$ cat src/rtl/imem_pkg.sv
// Shared types and constants for the programmable instruction memory.
package imem_pkg;

  localparam logic [31:0] IMEM_NOP = 32'h0000_0013;  // addi x0, x0, 0

  typedef enum logic [1:0] {
    CLEAR = 2'd0,
    IDLE  = 2'd1,
    LOAD  = 2'd2
  } imem_state_e;

  typedef enum logic [1:0] {
    FAULT_NONE     = 2'd0,
    FAULT_MISALIGN = 2'd1,
    FAULT_RANGE    = 2'd2
  } fetch_fault_e;

endpackage

$ cat src/rtl/imem_array.sv
// DEPTH x DATA_W storage: one synchronous write port, one registered read port.
module imem_array #(
  parameter int              DATA_W  = 32,
  parameter int              DEPTH   = 64,
  parameter int              IDX_W   = $clog2(DEPTH),
  parameter logic [DATA_W-1:0] RD_INIT = '0
) (
  input  logic              clk,
  input  logic              reset,
  input  logic              we,
  input  logic [IDX_W-1:0]  waddr,
  input  logic [DATA_W-1:0] wdata,
  input  logic              re,
  input  logic [IDX_W-1:0]  raddr,
  output logic [DATA_W-1:0] rdata
);

  // Storage carries no reset; the owner sweeps it after reset instead.
  logic [DATA_W-1:0] mem [DEPTH];

  always_ff @(posedge clk) begin
    if (we) mem[waddr] <= wdata;
  end

  always_ff @(posedge clk) begin
    if (reset)   rdata <= RD_INIT;
    else if (re) rdata <= mem[raddr];
  end

endmodule

$ cat src/rtl/imem_prog.sv
// Programmable instruction memory: post-reset NOP sweep, streaming load port,
// and byte-addressed fetch with alignment/range fault reporting.
module imem_prog
  import imem_pkg::*;
#(
  parameter int DATA_W = 32,
  parameter int DEPTH  = 64,
  parameter int ADDR_W = 32,
  parameter int IDX_W  = $clog2(DEPTH)
) (
  input  logic              clk,
  input  logic              reset,
  input  logic              fetch_en,
  input  logic [ADDR_W-1:0] pc,
  output logic [DATA_W-1:0] instr_out,
  output logic              instr_valid,
  output logic [1:0]        fetch_fault,
  input  logic              prog_start,
  input  logic [IDX_W-1:0]  prog_base,
  input  logic              prog_valid,
  input  logic [DATA_W-1:0] prog_data,
  input  logic              prog_last,
  output logic              prog_ready,
  output logic              load_busy,
  output logic              load_done
);

  localparam logic [DATA_W-1:0] NOP      = DATA_W'(IMEM_NOP);
  localparam logic [IDX_W-1:0]  LAST_IDX = IDX_W'(DEPTH - 1);

  imem_state_e       state_q, state_d;
  logic [IDX_W-1:0]  clr_ptr, wr_ptr;
  fetch_fault_e      fault_q, fault_d;
  logic              accept, fetch_go;
  logic              we;
  logic [IDX_W-1:0]  waddr;
  logic [DATA_W-1:0] wdata, rdata;

  assign accept   = (state_q == LOAD) && prog_valid;
  assign fetch_go = (state_q == IDLE) && fetch_en;

  always_ff @(posedge clk) begin
    if (reset) state_q <= CLEAR;
    else       state_q <= state_d;
  end

  always_comb begin
    state_d = state_q;
    case (state_q)
      CLEAR:   if (clr_ptr == LAST_IDX)      state_d = IDLE;
      IDLE:    if (prog_start)               state_d = LOAD;
      LOAD:    if (accept && prog_last)      state_d = IDLE;
      default:                               state_d = CLEAR;
    endcase
  end

  // Pointers and handshake flags
  always_ff @(posedge clk) begin
    if (reset) begin
      clr_ptr   <= '0;
      wr_ptr    <= '0;
      load_done <= 1'b0;
    end else begin
      load_done <= accept && prog_last;
      if (state_q == CLEAR) clr_ptr <= clr_ptr + 1'b1;
      if (state_q == IDLE && prog_start) wr_ptr <= prog_base;
      else if (accept)                   wr_ptr <= wr_ptr + 1'b1;
    end
  end

  assign prog_ready = (state_q == LOAD);
  assign load_busy  = (state_q != IDLE);

  // Write port is owned by the sweep in CLEAR and by the loader in LOAD.
  always_comb begin
    we    = 1'b0;
    waddr = wr_ptr;
    wdata = prog_data;
    if (state_q == CLEAR) begin
      we    = 1'b1;
      waddr = clr_ptr;
      wdata = NOP;
    end else if (accept) begin
      we = 1'b1;
    end
  end

  // Misalignment outranks range.
  always_comb begin
    fault_d = FAULT_NONE;
    if (pc[1:0] != 2'b00)                fault_d = FAULT_MISALIGN;
    else if ((pc >> 2) >= ADDR_W'(DEPTH)) fault_d = FAULT_RANGE;
  end

  always_ff @(posedge clk) begin
    if (reset) begin
      fault_q     <= FAULT_NONE;
      instr_valid <= 1'b0;
    end else begin
      instr_valid <= fetch_go;
      if (fetch_go) fault_q <= fault_d;
    end
  end

  imem_array #(
    .DATA_W  (DATA_W),
    .DEPTH   (DEPTH),
    .IDX_W   (IDX_W),
    .RD_INIT (NOP)
  ) u_array (
    .clk   (clk),
    .reset (reset),
    .we    (we),
    .waddr (waddr),
    .wdata (wdata),
    .re    (fetch_go && fault_d == FAULT_NONE),
    .raddr (pc[IDX_W+1:2]),
    .rdata (rdata)
  );

  // The read register only updates on good fetches; faults mask it to NOP.
  assign instr_out   = (fault_q == FAULT_NONE) ? rdata : NOP;
  assign fetch_fault = fault_q;

endmodule

$ cat config.mk
export PLATFORM = sky130hd
export DESIGN_NAME = imem_prog
export DESIGN_NICKNAME = d
export VERILOG_FILES = /design/src/rtl/imem_pkg.sv /design/src/rtl/imem_array.sv /design/src/rtl/imem_prog.sv
export SDC_FILE = /design/constraint.sdc
export NUM_CORES = 2
export LEC_CHECK = 0
export CORE_UTILIZATION = 25
export CTS_CLUSTER_SIZE = 20
export DETAILED_ROUTE_END_ITERATION = 12
export PLACE_DENSITY = 0.5
export SLEW_MARGIN = 0
export SYNTH_ARGS = -nofsm -noshare
export SYNTH_HDL_FRONTEND = slang
export SYNTH_HIERARCHICAL = 1
export SYNTH_SLANG_ARGS = --single-unit
$ cat constraint.sdc
create_clock -name clk -period 5.49 [get_ports clk]
set_input_delay 1.098 -clock clk [delete_from_list [all_inputs] [get_ports clk]]
set_output_delay 1.098 -clock clk [all_outputs]
set_load 0.01 [all_outputs]
* Word-level counts from Yosys, hierarchy flattened
Memories as Yosys holds them, arrays and structs flattened. A register that Yosys moved wholly into a read port is not among the register bits. Index checks and enable logic that the tools add are counted.
Word-level totals: register bits 18, output and inout port bits 38, logic and storage cells 43, input bits 76, RAM bits 2048, memories 1
Memories:
- u_array.mem | depth 64, bits a word 32, rd ports 1, clocked after Yosys merged registers in 1, wr ports 1, RTL line imem_array.sv:19 | logic [DATA_W-1:0] mem [DEPTH];
Operators by class: eq/ne operators 7, magnitude comparators 1, reduce and logical (&&, ||, !) cells 11, mux-type cells 15, add/subtract/negate cells 2
Operators with widths (count):
- 32-bit 2-to-1 mux | 2
- 30-bit by 7-bit greater-or-equal comparator with 1-bit output, second input constant | 1
- 6-bit 2-to-1 mux | 3
- 6-bit by 1-bit adder with 6-bit output, second input constant | 2
- 2-bit 2-to-1 mux | 5
- 6-bit == test, second input constant | 1
- 2-bit logical NOT | 3
- 2-bit case mux with 3 select lines | 1
- 1-bit logical AND | 5
- 1-bit 2-to-1 mux | 4
- 2-bit by 1-bit != test with 1-bit output, second input constant | 2
- 2-bit != test, second input constant | 2
- 2-bit nonzero test | 2
- 3-bit AND reduction | 1
- 2-bit by 1-bit == test with 1-bit output, second input constant | 1
- 2-bit == test, second input constant | 1

* Longest topological paths before layout
word-level depth 6, depth in mapped cells 12

* Hierarchy
The synthesis kept the hierarchy.
Modules (own cells, without submodules):
- imem_array | times used 1, area each 79671.4 um^2, cells each 3676, seq. area each 62139.6 um^2
- imem_prog | times used 1, area each 1452.6 um^2, cells each 185, seq. area each 360.3 um^2

* Worst setup path before layout
No wires, ideal clock.
kind register to register, from register state_q[1], to memory u_array.mem[48][0], enable pin, cell stages (with the launch flop) 9, library setup time 461 ps, buffers on the path 3, arrival 3929 ps, period minus slack after synthesis 4390 ps, slack 1100 ps, cell sequence dfxtp_1 > buf_4 > nor2_2 > buf_2 > mux2_2 > clkbuf_1 > nor2b_1 > nand4b_1 > nor3_1
RTL lines:
- start, declared | RTL line imem_prog.sv:31 | imem_state_e state_q, state_d;
- start signal, assigned | RTL line imem_prog.sv:44 | else state_q <= state_d;
- 2-bit logical NOT | RTL line imem_prog.sv:79 | if (state_q == CLEAR) begin
- 6-bit 2-to-1 mux | RTL line imem_prog.sv:79
- via waddr[3] | RTL line imem_prog.sv:36 | logic [IDX_W-1:0] waddr;
- end, declared | RTL line imem_array.sv:19
The timed path passes the listed nets, and every way through them passes these cells.

* Worst setup path in the final report
from register fault_q[1], in the netlist fetch_fault[1], to output port instr_out[9]
Between the ends: longest elaborated chain between the ends 2
Ends and longest elaborated chain:
- start, declared | RTL line imem_prog.sv:33 | fetch_fault_e fault_q, fault_d;
- start signal, assigned | RTL line imem_prog.sv:101 | if (fetch_go) fault_q <= fault_d;
- 2-bit logical NOT | RTL line imem_prog.sv:122 | assign instr_out = (fault_q == FAULT_NONE) ? rdata : NOP;
- 32-bit 2-to-1 mux | RTL line imem_prog.sv:122
- end, declared | RTL line imem_prog.sv:15 | output logic [DATA_W-1:0] instr_out,
No other way between the ends.

==> results.ini <==
[layout]
fillers=31181
layout_commonest_cell=edfxtp_1
final_cell_mix=2,048 x edfxtp_1, 393 x mux4_2, 270 x mux2i_1
syn2layout_area_growth_pct=18.7
fin_nets=4258
drive_gt1_share_pct=25.8
final_cells=8679

[logic_synthesis]
netlist_area_um2=81100
synth_cell_type_count=63
ys_seq_area_share_pct=77.0
ys_async_sr_fraction_pct=0
syn-num-nets=3939
avgSynthCellArea_um2=21.0
syn-instance-count=3861
yosys_most_used_dff=edfxtp_1
synth_edf_count=2048
yosys_warnings=6
synth_seq_cells=2098

[sta]
fin_crit_sh_pct=82.3
tightest_slew_ps=1340
rsz0062_at_grt=no
slew-limit-headroom_pct=10.9
fmax_mhz=221
fin_skew_ps=72.4
finalCriticalPeriod_ps=4520
finalHoldViolCount=0
setup_slack_ps=971
setup_violations=0
tns_ps=0
slew_violations=0

[routing]
avgViaCountPerCell=4.74
drt_first_pass_iters=7
wl_per_cell_um=28.6
dr_total_vias=41147
drc=0
wl_um=248000
postRouteAntennaNets=0
first_iter_violations=4386

[floorplan]
initial_utilization_pct=25.2
dieArea_um2=327000
die_h_um=572
die_x_um=572
coreArea_um2=322000
ios=114
rows=208

[global_routing]
met3_usage_pct=2.13
grt-ovfl-total=0
grt_pass1_vias=41731
use_met1_pct=20.0
use_met2_pct=25.4
grt_pass1_wl_um=343000
grt_max_degree=100
antenna_found_initial=14
grt_usage_pct=15.0
top_usage_layer=met2

[power]
cellInternalPower_mw=26.3
clkPwrFrac_pct=43.5
combinationalPowerShare_pct=4.4
power_density_nw_per_um2=347
p_seq_share_pct=52.1
switchingPower_mw=7.15
p_leak_nw=30.4
vdd_drop_max_uv=269
p_sw_share_pct=21.4

[clock_tree]
post-cts-setup-buffer-count=0
cts_tree=yes
clkSinkCount=2098
clkTransAtPathRegs_ps=60
cts-root-buf=clkbuf_16
clk-insertion-delay-late_ps=890
cts-htree-levels=4
cts_made_buffers=219
clockBufferDepth=3
holdBufCountCts=0
ctsResizeCount=0

[worst_setup_path]
worstSetupPathType=register to output port
rr_startpoint=state_q[0]$_SDFFE_PP0P_
max_stage_delay_ps=970
required_ps=4390
path_buf_inv=1
cp_max_fo=29
critPathLaunch=fetch_fault[1]$_SDFFE_PP0P_
slowest_stage=nor2_4
end_kind=output port
crit_path_start_kind=register
crit_arrival_ps=3420
cp_cell_sequence=nor2_4, and2_1, clkdlybuf4s50_1
crit_family=simple AND/OR/NAND/NOR gates

[placed_design]
dp.cells=8264
numPortBuffers=113
gp_congestion=0.793
pre_cts_ws_ps=374
post-dp-hpwl_um=148000

[outcome]
status=finished clean

[min_path]
min_path_type=register to register
holdCritStartpoint=u_array/rdata[23]$_SDFFE_PP0P_

[flow_run]
max-cap-violations=0

-- cells by family (layout without fill, tap and decap cells) --
| logic type | after synthesis | count (layout) | share of synthesized area, % |
|---|---|---|---|
| xor+xnor | 7 | 7 | 0.0756 |
| mux | 745 | 745 | 15.4 |
| simple gates | 341 | 341 | 2.18 |
| flops | 2098 | 2098 | 77.0 |
| other cells | 0 | 7 | 0 |
| buf+inv | 232 | 738 | 1.55 |
| compound gates | 436 | 436 | 3.74 |
| fa+ha+maj | 2 | 2 | 0.0308 |
-- layer usage --
layer	routed length, um	part of all wire [%]	vias to the layer above
met5	0	0	-
met2	123000	50	1433
met4	6720	2.7	0
li1	-	-	16883
met3	14200	5.7	306
met1	104000	42	22525
-- stage by stage --
step / utilization [%] / power (mW) / cell area, um^2 / hold slack, ps
detailed placement: 27.7 / 19.2 / 89300 / 467
finish: 29.9 / 33.4 / 96300 / 489
global route: 29.9 / 34.3 / 96300 / 504
CTS: 29.9 / 33.7 / 96300 / 487
global placement: 27.7 / 19.2 / 89200 / 473
floorplan: - / 18.6 / 81100 / 427
-- Yosys cell counts, types with 47 or more instances --
cell type	count	area share [%]
clkbuf_1	72	0.33
o221ai_1	61	0.66
mux2i_1	270	3.3
nor2_1	102	0.47
a21oi_1	76	0.47
nand2_1	47	0.22
buf_4	49	0.45
o22ai_1	88	0.68
edfxtp_1	2048	76
buf_2	73	0.45
mux4_2	393	11
dfxtp_1	50	1.2
mux2_2	79	1.1
-- worst reg2reg max path, stage by stage, from the launching register on --
cell	delay, ps
dfxtp_1	480
nor2_4	750
mux2_2	520
nand3b_1	760
nor2_4	1010
buf_4	360
-- registers in the layout, summed over array words and instances (netlist names) --
register       cells
clr_ptr            6
instr_valid        1
u_array/mem     2048
wr_ptr             6
state_q            2
u_array/rdata     32
load_done          1
fetch_fault        2
-- power by group through the flow --
| stage | Combinational (mW) | Sequential, mW | Clock, mW |
|---|---|---|---|
| 2_1_floorplan | 0.869 | 17.8 | 0 |
| 3_3_place_gp | 1.48 | 17.8 | 0 |
| 3_5_place_dp | 1.48 | 17.8 | 0 |
| 4_1_cts | 1.48 | 17.4 | 14.8 |
| 5_1_grt | 1.53 | 17.4 | 15.4 |
| 6_report | 1.46 | 17.4 | 14.5 |
-- area by class of cell --
cell class	count	area (um^2)	share of cell area [%]
Antenna cell	7	17.5	0.0182
Clock buffer	282	5840	6.06
Clock inverter	126	1200	1.25
Inverter	7	27.5	0.0286
Multi-Input combinational cell	1531	18200	18.9
Sequential cell	2098	62500	64.9
Tap cell	4305	5390	5.59
Timing Repair Buffer	323	3190	3.31
-- path summary, 6_finish.rpt --
check / to / slack (ps) / cells after the start
max reg2reg: u_array/mem[29][13]$_DFFE_PP_ / 1300 / 5
min reg2reg: u_array/rdata[23]$_SDFFE_PP0P_ / 490 / 1
max: instr_out[9] / 970 / 3
min: u_array/rdata[23]$_SDFFE_PP0P_ / 490 / 1
Power figures use the tool's default switching activity.
